<file path="config.mk">
export PLATFORM = sky130hd
export DESIGN_NAME = arashi_slot_alloc_flat
export DESIGN_NICKNAME = d
export VERILOG_FILES = /design/src/rtl/arashi_slot_alloc_if.sv /design/src/rtl/arashi_slot_alloc.sv /design/src/flat_wrapper.sv
export SDC_FILE = /design/constraint.sdc
export NUM_CORES = 1
export LEC_CHECK = 0
export ABC_AREA = 1
export ABC_CLOCK_PERIOD_IN_PS = 6000
export CAP_MARGIN = 20
export CORE_MARGIN = 2
export CORE_UTILIZATION = 46
export CTS_CLUSTER_SIZE = 8
export DETAILED_ROUTE_END_ITERATION = 10
export HOLD_SLACK_MARGIN = 0.06
export PLACE_DENSITY = 0.82
export SLEW_MARGIN = 10
export SYNTH_ARGS = -nofsm -noshare
export SYNTH_HDL_FRONTEND = slang
export SYNTH_SLANG_ARGS = --single-unit
</file>
<file path="constraint.sdc">
create_clock -name clk -period 6 [get_ports clk]
set_input_delay 1.2 -clock clk [delete_from_list [all_inputs] [get_ports clk]]
set_output_delay 1.2 -clock clk [all_outputs]
set_load 0.005 [all_outputs]
</file>
<file path="src/rtl/arashi_slot_alloc_if.sv">
// Request/grant/release bundle between the write requesters and the slot allocator.
interface arashi_slot_alloc_if #(
  parameter int N     = 4,
  parameter int DEPTH = 32
);
  localparam int AW = (DEPTH > 1) ? $clog2(DEPTH) : 1;
  localparam int CW = $clog2(N + 1);
  localparam int OW = $clog2(DEPTH + 1);

  logic [N-1:0]    wr;
  logic [N-1:0]    gnt;
  logic [N*AW-1:0] addr;
  logic [CW-1:0]   alloc_cnt;
  logic            rel_valid;
  logic [CW-1:0]   rel_cnt;
  logic            flush;
  logic [AW-1:0]   head;
  logic [AW-1:0]   tail;
  logic [OW-1:0]   used;
  logic            full;
  logic            empty;
  logic            rel_err;

  modport master (
    output wr, rel_valid, rel_cnt, flush,
    input  gnt, addr, alloc_cnt, head, tail, used, full, empty, rel_err
  );

  modport slave (
    input  wr, rel_valid, rel_cnt, flush,
    output gnt, addr, alloc_cnt, head, tail, used, full, empty, rel_err
  );
endinterface

</file>
<file path="src/rtl/arashi_slot_alloc.sv">
// Circular-buffer slot allocator: packs simultaneous write requests onto
// consecutive slots from head, frees slots in order from tail.
module arashi_slot_alloc #(
  parameter int N     = 4,
  parameter int DEPTH = 32
) (
  input  logic              clk,
  input  logic              rst,
  arashi_slot_alloc_if.slave bus
);
  localparam int AW = (DEPTH > 1) ? $clog2(DEPTH) : 1;
  localparam int CW = $clog2(N + 1);
  localparam int OW = $clog2(DEPTH + 1);
  localparam logic [OW-1:0] DEPTH_O = OW'(DEPTH);
  localparam logic [OW:0]   DEPTH_S = (OW+1)'(DEPTH);

  // base < DEPTH and inc <= DEPTH, so a single conditional subtract wraps
  // correctly for any DEPTH, power of two or not.
  function automatic logic [AW-1:0] wrap_add(input logic [AW-1:0] base,
                                             input logic [OW-1:0] inc);
    logic [OW:0] s;
    s = (OW+1)'(base) + (OW+1)'(inc);
    if (s >= DEPTH_S) s = s - DEPTH_S;
    return AW'(s);
  endfunction

  logic [AW-1:0]   head_p1;
  logic [AW-1:0]   tail_p1;
  logic [OW-1:0]   used_p1;
  logic            rel_err_p1;

  logic [OW-1:0]   free_p0;
  logic [CW-1:0]   cnt_p0;
  logic [N-1:0]    gnt_p0;
  logic [N*AW-1:0] addr_p0;
  logic [OW-1:0]   rel_eff_p0;
  logic            rel_over_p0;

  // Grant scan: lowest index first, capped by free space seen at the start of the cycle
  always_comb begin
    free_p0 = DEPTH_O - used_p1;
    cnt_p0  = '0;
    gnt_p0  = '0;
    addr_p0 = '0;
    for (int i = 0; i < N; i++) begin
      if (bus.wr[i] && (OW'(cnt_p0) < free_p0)) begin
        gnt_p0[i]             = 1'b1;
        addr_p0[i*AW +: AW]   = wrap_add(head_p1, OW'(cnt_p0));
        cnt_p0                = cnt_p0 + CW'(1);
      end
    end
  end

  // Release clamp: never free more than is allocated; flag the attempt
  always_comb begin
    rel_eff_p0  = '0;
    rel_over_p0 = 1'b0;
    if (bus.rel_valid) begin
      if (OW'(bus.rel_cnt) > used_p1) begin
        rel_eff_p0  = used_p1;
        rel_over_p0 = 1'b1;
      end else begin
        rel_eff_p0  = OW'(bus.rel_cnt);
      end
    end
  end

  // ---- stage boundary: pointer/occupancy state ----
  // Alloc and release land in one update; flush clears pointers but keeps the sticky error
  always_ff @(posedge clk) begin
    if (rst) begin
      head_p1    <= '0;
      tail_p1    <= '0;
      used_p1    <= '0;
      rel_err_p1 <= 1'b0;
    end else if (bus.flush) begin
      head_p1    <= '0;
      tail_p1    <= '0;
      used_p1    <= '0;
    end else begin
      head_p1    <= wrap_add(head_p1, OW'(cnt_p0));
      tail_p1    <= wrap_add(tail_p1, rel_eff_p0);
      used_p1    <= used_p1 + OW'(cnt_p0) - rel_eff_p0;
      if (rel_over_p0) rel_err_p1 <= 1'b1;
    end
  end

  assign bus.gnt       = gnt_p0;
  assign bus.addr      = addr_p0;
  assign bus.alloc_cnt = cnt_p0;
  assign bus.head      = head_p1;
  assign bus.tail      = tail_p1;
  assign bus.used      = used_p1;
  assign bus.full      = (used_p1 == DEPTH_O);
  assign bus.empty     = (used_p1 == '0);
  assign bus.rel_err   = rel_err_p1;
endmodule

</file>
<file path="src/flat_wrapper.sv">
// flat-port wrapper written by rule: the top's interface ports become plain ports
module arashi_slot_alloc_flat 
#(
  parameter int N     = 4,
  parameter int DEPTH = 32
)
  (clk, rst, bus_wr, bus_rel_valid, bus_rel_cnt, bus_flush, bus_gnt, bus_addr, bus_alloc_cnt, bus_head, bus_tail, bus_used, bus_full, bus_empty, bus_rel_err);
  arashi_slot_alloc_if #(.N(N), .DEPTH(DEPTH)) bus_i ();
  input  logic clk;
  input  logic rst;
  input wire logic [$bits(bus_i.wr)-1:0] bus_wr;
  input wire logic [$bits(bus_i.rel_valid)-1:0] bus_rel_valid;
  input wire logic [$bits(bus_i.rel_cnt)-1:0] bus_rel_cnt;
  input wire logic [$bits(bus_i.flush)-1:0] bus_flush;
  output wire logic [$bits(bus_i.gnt)-1:0] bus_gnt;
  output wire logic [$bits(bus_i.addr)-1:0] bus_addr;
  output wire logic [$bits(bus_i.alloc_cnt)-1:0] bus_alloc_cnt;
  output wire logic [$bits(bus_i.head)-1:0] bus_head;
  output wire logic [$bits(bus_i.tail)-1:0] bus_tail;
  output wire logic [$bits(bus_i.used)-1:0] bus_used;
  output wire logic [$bits(bus_i.full)-1:0] bus_full;
  output wire logic [$bits(bus_i.empty)-1:0] bus_empty;
  output wire logic [$bits(bus_i.rel_err)-1:0] bus_rel_err;
  assign bus_i.wr = bus_wr;
  assign bus_i.rel_valid = bus_rel_valid;
  assign bus_i.rel_cnt = bus_rel_cnt;
  assign bus_i.flush = bus_flush;
  assign bus_gnt = bus_i.gnt;
  assign bus_addr = bus_i.addr;
  assign bus_alloc_cnt = bus_i.alloc_cnt;
  assign bus_head = bus_i.head;
  assign bus_tail = bus_i.tail;
  assign bus_used = bus_i.used;
  assign bus_full = bus_i.full;
  assign bus_empty = bus_i.empty;
  assign bus_rel_err = bus_i.rel_err;
  arashi_slot_alloc #(.N(N), .DEPTH(DEPTH)) u_core (.clk(clk), .rst(rst), .bus(bus_i));
endmodule
</file>
=== After elaboration in Yosys (flattened, before gate mapping) ===
Index checks and enable logic that the tools add are counted.

* Equal/unequal tests: 1
* Magnitude comparators: 11
* Reduce and logical (&&, ||, !) cells: 7
* Multiplexer cells: 22
* $add $sub $neg: 17
* Bitwise logic cells: 1

{| class="wikitable"
|+ Operators with widths
! cell !! number
|-
| 5-bit two-way mux || 10
|-
| 5-bit by 1-bit subtractor with 5-bit output (second input constant) || 6
|-
| 6-bit greater-or-equal comparator (second input constant) || 4
|-
| 5-bit by 3-bit adder with 6-bit output || 3
|-
| 3-bit by 6-bit less-than comparator with 1-bit output || 2
|-
| 6-bit two-way mux || 2
|-
| 3-bit two-way mux || 3
|-
| 5-bit by 6-bit adder with 7-bit output || 1
|-
| 7-bit by 6-bit greater-or-equal comparator with 1-bit output (second input constant) || 1
|-
| 1-bit two-way mux || 7
|-
| 3-bit by 1-bit adder with 3-bit output (second input constant) || 2
|-
| 5-bit by 1-bit adder with 6-bit output || 1
|-
| 6-bit by 3-bit adder with 6-bit output || 1
|-
| 6-bit == test (second input constant) || 1
|-
| 5-bit by 6-bit greater-or-equal comparator with 1-bit output (second input constant) || 1
|-
| 3-bit by 6-bit greater-than comparator with 1-bit output || 1
|-
| 6-bit logical NOT || 1
|-
| 1-bit by 6-bit less-than comparator with 1-bit output || 1
|-
| 1-bit by 6-bit less-than comparator with 1-bit output (first input constant) || 1
|-
| 6-bit subtractor || 1
|-
| 6-bit subtractor (first input constant) || 1
|-
| 1-bit logical AND || 4
|-
| 1-bit by 1-bit adder with 2-bit output (second input constant) || 1
|-
| 2-bit AND reduction || 1
|-
| 2 further kinds || 2
|}

* Bits of input ports: 11
* Register bits after elaboration: 17

=== Logic depth before layout (Yosys ltp) ===
Gate-level depths: netlist of run 1.

* Depth in word-level cells: 16
* Depth in mapped cells: 40
* Mapped depth without buffers: 40

=== Least setup slack after synthesis of run 1 ===
No wires, ideal clock.

* Path type: input-to-reg
* From: input port bus_wr[0]
* To: register u_core.used_p1[5] (netlist: u_core.bus.used[5])
* Path slack: 0.772 ns
* Stages on the path: 31
* Data arrival time: 5.148 ns
* Buffers on the path: 0
* Library setup time: 0.080 ns
* Cells stage by stage: o211ai_1 nand2_1 inv_1 ha_1 ha_1 o21ai_1 nand2_1 nand3_2 nand2_4 o21ai_0 ha_1 inv_1 nand2_1 inv_1 nand2_1 nand2_2 nand2_4 nand2_1 nand2_1 inv_1 fa_1 inv_1 ha_1 a21oi_1 inv_1 a31oi_1 nor2_1 nor2_1 nor2_1 o21ai_0 nor3b_1

* Longest elaborated chain between the ends: 13
* Elaborated cells between the ends (all ways): 16
* Those cells by class: 5 x add/sub; 3 x order compare; 4 x mux; 4 x reduce/logical

{| class="wikitable"
|+ RTL lines
! item !! line !! text
|-
| start, declared || flat_wrapper.sv:11 || <nowiki>input wire logic [$bits(bus_i.wr)-1:0] bus_wr;</nowiki>
|-
| 1-bit logical AND (*) || arashi_slot_alloc.sv:46 || <nowiki>if (bus.wr[i] && (OW'(cnt_p0) < free_p0)) begin</nowiki>
|-
| 1-bit two-way mux (*) || arashi_slot_alloc.sv:46 ||
|-
| 1-bit by 6-bit less-than comparator with 1-bit output || arashi_slot_alloc.sv:46 ||
|-
| 1-bit logical AND || arashi_slot_alloc.sv:46 ||
|-
| 3-bit two-way mux (*) || arashi_slot_alloc.sv:46 ||
|-
| 3-bit by 6-bit less-than comparator with 1-bit output || arashi_slot_alloc.sv:46 ||
|-
| 1-bit logical AND || arashi_slot_alloc.sv:46 ||
|-
| 3-bit two-way mux (*) || arashi_slot_alloc.sv:46 ||
|-
| 3-bit by 6-bit less-than comparator with 1-bit output || arashi_slot_alloc.sv:46 ||
|-
| 1-bit logical AND || arashi_slot_alloc.sv:46 ||
|-
| 3-bit two-way mux (*) || arashi_slot_alloc.sv:46 ||
|-
| via bus_alloc_cnt[2] || flat_wrapper.sv:17 || <nowiki>output wire logic [$bits(bus_i.alloc_cnt)-1:0] bus_alloc_cnt;</nowiki>
|-
| 6-bit by 3-bit adder with 6-bit output (*) || arashi_slot_alloc.sv:83 || <nowiki>used_p1 <= used_p1 + OW'(cnt_p0) - rel_eff_p0;</nowiki>
|-
| 6-bit subtractor (*) || arashi_slot_alloc.sv:83 ||
|-
| end signal, assigned || arashi_slot_alloc.sv:83 ||
|-
| end, declared || arashi_slot_alloc.sv:29 || <nowiki>logic [OW-1:0] used_p1;</nowiki>
|}

Mark *: on every way through the listed nets, which the timed path passes. The rest lies on a longest branch.
A chain may end at the register's enable or synchronous reset.

=== Worst setup path in the final report of run 1 ===
* From: input port bus_wr[0]
* To: output port bus_addr[19]

* Longest elaborated chain between the ends: 12
* Elaborated cells between the ends (all ways): 17
* Those cells by class: 4 x add/sub; 4 x order compare; 5 x mux; 4 x reduce/logical

{| class="wikitable"
|+ RTL lines
! item !! line !! text
|-
| 1-bit logical AND (*) || arashi_slot_alloc.sv:46 ||
|-
| 1-bit two-way mux (*) || arashi_slot_alloc.sv:46 ||
|-
| 1-bit by 6-bit less-than comparator with 1-bit output || arashi_slot_alloc.sv:46 ||
|-
| 1-bit logical AND || arashi_slot_alloc.sv:46 ||
|-
| 3-bit two-way mux (*) || arashi_slot_alloc.sv:46 ||
|-
| 3-bit by 6-bit less-than comparator with 1-bit output || arashi_slot_alloc.sv:46 ||
|-
| 1-bit logical AND || arashi_slot_alloc.sv:46 ||
|-
| 3-bit two-way mux (*) || arashi_slot_alloc.sv:46 ||
|-
| 5-bit by 3-bit adder with 6-bit output || arashi_slot_alloc.sv:22 || <nowiki>s = (OW+1)'(base) + (OW+1)'(inc);</nowiki>
|-
| 5-bit by 1-bit subtractor with 5-bit output or 6-bit greater-or-equal comparator (tied branches) || arashi_slot_alloc.sv:23 || <nowiki>if (s >= DEPTH_S) s = s - DEPTH_S;</nowiki>
|-
| 5-bit two-way mux || arashi_slot_alloc.sv:23 ||
|-
| 5-bit two-way mux (*) || arashi_slot_alloc.sv:46 ||
|-
| end, declared || flat_wrapper.sv:16 || <nowiki>output wire logic [$bits(bus_i.addr)-1:0] bus_addr;</nowiki>
|}

Every way passes the cells marked *; elsewhere a longest branch is shown, timed or not.

==> flow_summary_export.csv, run 1 <==
group,metric,value,unit
floorplan,core_area,4030,um^2
synth,yosys.area_share.adder,27.8,%
grt,grtUsageTotal,18.7,%
timing,layout_min_cycle_time,5.78,ns
placed_design,gp_congestion,0.793,
setup_path,crit_arrival,4.58,ns
route,wl,4290,um
finish,final_cell_mix,"inv_1, clkdlybuf4s50_1, nor2_1, nand2_1, ha_1",
setup_path,critPathCapture,"bus_addr[19]",
clocking,cts_tree,"yes",
finish,syn2layout_area_growth,36.7,%
setup_path,worst-r2r-cell-count,39,
timing,clock_skew,0.00482,ns
grt,antenna_found_initial,0,
placed_design,port_buffers,56,
finish,nNetsFinal,394,
route,wl_per_cell,10.9,um
timing,setup_tns,0,ns
setup_path,endpoint_kind,"primary output",
synth,yosys_most_used_dff,"dfxtp_1",
floorplan,die-area,4770,um^2
floorplan,initial_core_util,48.3,%
setup_path,worst_path_largest_cell_delay,0.50,ns
pwr,p_leak,1.30,nW
clocking,cts_made_buffers,3,
outcome,status,"finished, final reports clean",
synth,synth-edff-count,0,
finish,drive_gt1_share,9.62,%
route,dr.pass1.iters,4,
synth,yosys.area.top_type_share,20.6,%
setup_path,critical_path.cell_chain,"clkdlybuf4s50_1 -> o211ai_1 -> nand2_1 -> inv_1 -> ha_1 -> ha_1 -> o21ai_1 -> nand2_1 -> nand3_2 -> nand2_4 -> nand2_2 -> nand2_4 -> ha_1 -> inv_1 -> fa_1 -> o21ai_1 -> nand2_1 -> xor2_1 -> nor2_1 -> clkdlybuf4s50_1",
pwr,p_total,0.000993,W
synth,synth_top_family_by_area,"adder cells",
setup_path,crit_required,4.80,ns
synth,synth-async-reset-ratio,0,%
finish,final_common_cell,"inv_1",
placed_design,dp_slack,0.0333,ns
timing,fmax,173,MHz
setup_path,reg2reg_slack,0.66,ns
floorplan,pin_count,57,
min_path,hp-class,"reg -> reg",
finish,fill_cells,347,
synth,synthXorXnorAreaFrac,4.50,%
clocking,h-tree-depth,1,
synth,synth_area_leaders,"ha_1, dfxtp_1, inv_1",
floorplan,chipHeight,69.0,um
route,ant_nets,0,
synth,yosys.area.top_type,"ha_1",
synth,yosysWarnings,0,
synth,synth_compound_area_share,8.81,%
pwr,p_per_area,373,nW/um^2
timing,setup_viol,0,
route,drc,0,
run,maxCapViolCount,0,
clocking,ctsHoldBuffers,0,
route,num_vias,1870,
grt,grt_pass1_vias,1747,
timing,report.final.slew_viol_count,0,
synth,ys_seq_area_share,17.5,%
setup_path,critPathSlowestCell,"clkdlybuf4s50_1",
floorplan,die_width,69.0,um
clocking,cts_max_path_buffers,2,
timing,setup_ws,0.220,ns
grt,grt_max_degree,18,
grt,gr-total-overflow,0,
setup_path,path_class,"in -> out",
clocking,path_clk_slew,0.07,ns
pwr,peakVddDrop,0.240,mV
synth,yosysUniqueCellTypes,30,
min_path,min_from,"u_core.bus.rel_err",
finish,insertedDiodeCount,0,
synth,postSynthAreaPerCell,6.97,um^2
grt,grt_pass1_wl,7520,um
synth,synth.mux.area_fraction,0,%
finish,final_util,66.0,%
synth,ys_ff_latch,17,
timing,hold_viol_final,0,
setup_path,r2r-start,"u_core.bus.used[1]",
setup_path,r2r-end,"u_core.bus.used[5]",
placed_design,post-dp-hpwl,3610,um
clocking,clock_sinks,17,
timing,period_share,96.3,%
floorplan,rows,23,
synth,postSynthCellCount,279,
setup_path,startpoint,"bus_wr[0]",
timing,whs,0.478,ns
clocking,root_buffer,"clkbuf_8",
setup_path,cp-start-kind,"input pin",
synth,synth_area,1950,um^2
route,viasPerCell,4.76,
route,drtIter0Drc,75,
setup_path,worstPathMaxFanout,5,
clocking,clk_latency,0.25,ns
synth,synthSimpleGateAreaFrac,27.7,%
cell usage after synthesis (all sizes together), types with 2 or more instances:
library cell   n
fa             7
inv           62
a31oi          2
nor3b          8
conb           2
or2            3
ha            32
dfxtp         17
nor2          43
nor3           3
clkbuf         3
a21oi         12
nand3         12
nand2         46
xor2           9
o21ai         11
layout make-up:
cell class / instances / area (um^2) / share of cell area [%]
multi-input combinational: 197 / 1370 / 51.4
tap: 50 / 62.6 / 2.35
inverter: 62 / 233 / 8.75
sequential: 17 / 340 / 12.8
timing repair buffer: 63 / 613 / 23.0
clock buffer: 4 / 45.0 / 1.69
how the worst min path moves through the flow:
| stage | slack, ns | end | cells past startpoint |
|---|---|---|---|
| floorplan | 0.46 | u_core.bus.rel_err | 2 |
| global placement | 0.46 | u_core.bus.rel_err | 2 |
| detailed placement | 0.47 | u_core.bus.rel_err | 2 |
| CTS | 0.48 | u_core.bus.rel_err | 2 |
| global route | 0.51 | u_core.bus.rel_err | 2 |
| finish | 0.48 | u_core.bus.rel_err | 2 |
metal layers:
| layer | part of all wire (%) | vias up | global-route usage [%] |
|---|---|---|---|
| met5 | 0 | - | 0 |
| li1 | - | 993 | - |
| met2 | 48 | 39 | 31.8 |
| met4 | 0.79 | 0 | 5.88 |
| met1 | 46 | 834 | 23.9 |
| met3 | 5.1 | 4 | 3.36 |
logic make-up (layout without fill, tap and decap cells):
group / count (synthesis) / count (layout)
flip-flops: 17 / 17
adder cells (fa/ha/maj): 39 / 39
XOR/XNOR: 10 / 10
buffers and inverters: 66 / 129
AND/OR/NAND/NOR: 116 / 116
AO/OA/AOI/OAI: 29 / 29
other: 2 / 3
critical path: cells and delay by family:
family | cells | cell delay [ns]
buffers and inverters | 4 | 1.11
adder cells (fa/ha/maj) | 4 | 1.04
AO/OA/AOI/OAI | 3 | 0.30
XOR/XNOR | 1 | 0.16
AND/OR/NAND/NOR | 8 | 0.78
what timing repair did:
item / CTS / global route
resized for setup: 0 / 6
setup buffers: 0 / 2
setup endpoints to repair: 0 / 3
through the flow:
step | cells | area [um^2]
finish | 393 | 2660
global route | 393 | 2660
CTS | 391 | 2630
detailed placement | 387 | 2580
global placement | 387 | 2580
floorplan | 280 | 1950
report_power, final:
group / leakage, nW / switching [W] / internal (W)
combinational: 1.13 / 0.000383 / 0.000355
clock: 0.0228 / 0.0000367 / 0.0000470
sequential: 0.139 / 0.0000338 / 0.000138
flip-flops by register name (all words and copies together), names as in the netlist:
register	flops
u_core.bus.tail	5
u_core.bus.head	5
u_core.bus.used	6
u_core.bus.rel_err	1
No activity file was read; power rests on OpenSTA's default activity.
==> run 2: changes to the inputs <==
- CORE_MARGIN: 2 -> 5
==> run 2 against run 1 <==
Sequential share of layout area about the same; critical path depth unchanged; flip-flop and latch count unchanged; non-clock buffer count up 2; clock power up 1%; global-route usage down 0.77 points; critical path type unchanged; highest routed layer unchanged.
==> flow_summary_export.csv, run 2 (same netlist as run 1, synthesis figures left out) <==
group,metric,value,unit
timing,rsz0062_at_grt,"false",
setup_path,worst_path_largest_cell_delay,0.50,ns
run,maxCapViolCount,0,
pwr,p_leak,1.30,nW
clocking,clock_sinks,17,
pwr,p_total,0.00101,W
timing,setup_tns,0,ns
floorplan,die_width,75.0,um
timing,clock_skew,0.00288,ns
setup_path,critical_path.cell_chain,"clkdlybuf4s50_1 -> o211ai_1 -> nand2_1 -> inv_1 -> ha_1 -> ha_1 -> o21ai_1 -> nand2_1 -> nand3_2 -> nand2_4 -> nand2_2 -> nand2_1 -> ha_1 -> inv_1 -> fa_2 -> o21ai_1 -> nand2_1 -> xor2_1 -> nor2_1 -> clkdlybuf4s50_1",
finish,seqCellArea,342,um^2
pwr,peakVddDrop,0.262,mV
finish,syn2layout_area_growth,37.5,%
timing,layout_min_cycle_time,5.71,ns
floorplan,die-area,5630,um^2
floorplan,initial_core_util,47.9,%
timing,fmax,175,MHz
timing,hold_viol_final,0,
floorplan,pin_count,57,
clocking,path_clk_slew,0.07,ns
grt,grt_max_degree,18,
setup_path,crit_arrival,4.51,ns
placed_design,place_area,2590,um^2
finish,final_util,65.9,%
route,drtIter0Drc,80,
finish,largest_register_ffs,6,
setup_path,worstPathMaxFanout,6,
finish,insertedDiodeCount,0,
grt,antenna_found_initial,0,
setup_path,cp-start-kind,"input pin",
route,num_vias,1904,
clocking,cts_max_path_buffers,2,
setup_path,critPathSlowestCell,"clkdlybuf4s50_1",
route,drc,0,
route,ant_nets,0,
timing,period_share,95.1,%
timing,report.final.slew_viol_count,0,
grt,busiest_layer,"met2",
finish,final_common_cell,"inv_1",
pwr,p_per_area,378,nW/um^2
floorplan,core_area,4060,um^2
finish,final_cell_mix,"inv_1, clkdlybuf4s50_1, nor2_1, nand2_1, ha_1",
floorplan,chipHeight,75.0,um
finish,fill_cells,364,
clocking,h-tree-depth,1,
setup_path,endpoint_kind,"primary output",
grt,grt_pass1_wl,8040,um
clocking,ctsHoldBuffers,0,
finish,drive_gt1_share,10.1,%
finish,multi_input_area,1370,um^2
setup_path,path_class,"in -> out",
route,wl_per_cell,12.1,um
grt,grt_pass1_vias,1872,
route,viasPerCell,4.82,
floorplan,rows,23,
clocking,cts_made_buffers,3,
finish,finalInstanceArea,2680,um^2
placed_design,gp_congestion,0.847,
route,dr.pass1.iters,4,
timing,setup_viol,0,
setup_path,crit_top_cell,"nand2_1",
grt,met3_usage,2.54,%
placed_design,port_buffers,56,
grt,met2_usage,33.0,%
clocking,cts_tree,"yes",
outcome,status,"finished, final reports clean",
setup_path,crit_required,4.80,ns
route,wl,4790,um
min_path,hp-class,"reg -> reg",
finish,nNetsFinal,396,
placed_design,post-dp-hpwl,4070,um
grt,grtUsageTotal,17.9,%
clocking,root_buffer,"clkbuf_8",
grt,gr-total-overflow,0,
clocking,clk_latency,0.25,ns
grt,grt_use_met1,21.8,%
run 2: critical path, delay by kind of cell:
kind / cells / cell delay (ns)
AOI/OAI and AO/OA: 3 / 0.29
buffers and inverters: 4 / 1.12
xor gates and xnor gates: 1 / 0.15
adders and majority gates: 4 / 1.01
and+or+nand+nor: 8 / 0.74
run 2: cell type report:
cell class,count,share of cell area [%]
multi-input combinational,197,51.0
timing repair buffer,65,23.5
sequential,17,12.8
inverter,62,8.70
tap,50,2.34
clock buffer,4,1.68
run 2: what timing repair did:
action,in CTS,in global routing
gates resized for setup,0,7
buffers inserted,0,3
endpoints found under the setup margin,0,4
run 2: path summary, 6_finish.rpt:
check	from	end	slack, ns	depth (start not counted)
hold / removal	u_core.bus.rel_err	u_core.bus.rel_err	0.48	2
setup / recovery	bus_wr[0]	bus_addr[19]	0.29	20
hold reg to reg	u_core.bus.rel_err	u_core.bus.rel_err	0.48	2
setup reg to reg	u_core.bus.used[1]	u_core.bus.used[5]	0.65	40
run 2: per-stage QoR:
step                      hold WS, ns  setup WS, ns  std cells
after floorplan                 0.461         0.772        280
after global placement          0.461         0.218        388
after detailed placement        0.472       -0.0596        388
after CTS                       0.482        0.0583        392
after global routing            0.514       0.00584        395
final                           0.479         0.291        395
run 2: layer usage:
layer	share of wire [%]	up-vias
li1	-	995
met1	44	874
met2	50	31
met3	4.9	4
met4	0.83	0
met5	0	-
run 2: power by group:
group | total (W) | switching [W] | internal, W | leakage [nW]
Clock | 0.0000847 | 0.0000377 | 0.0000470 | 0.0228
Sequential | 0.000174 | 0.0000349 | 0.000139 | 0.139
Combinational | 0.000753 | 0.000395 | 0.000358 | 1.14
Total | 0.00101 | 0.000467 | 0.000544 | 1.30
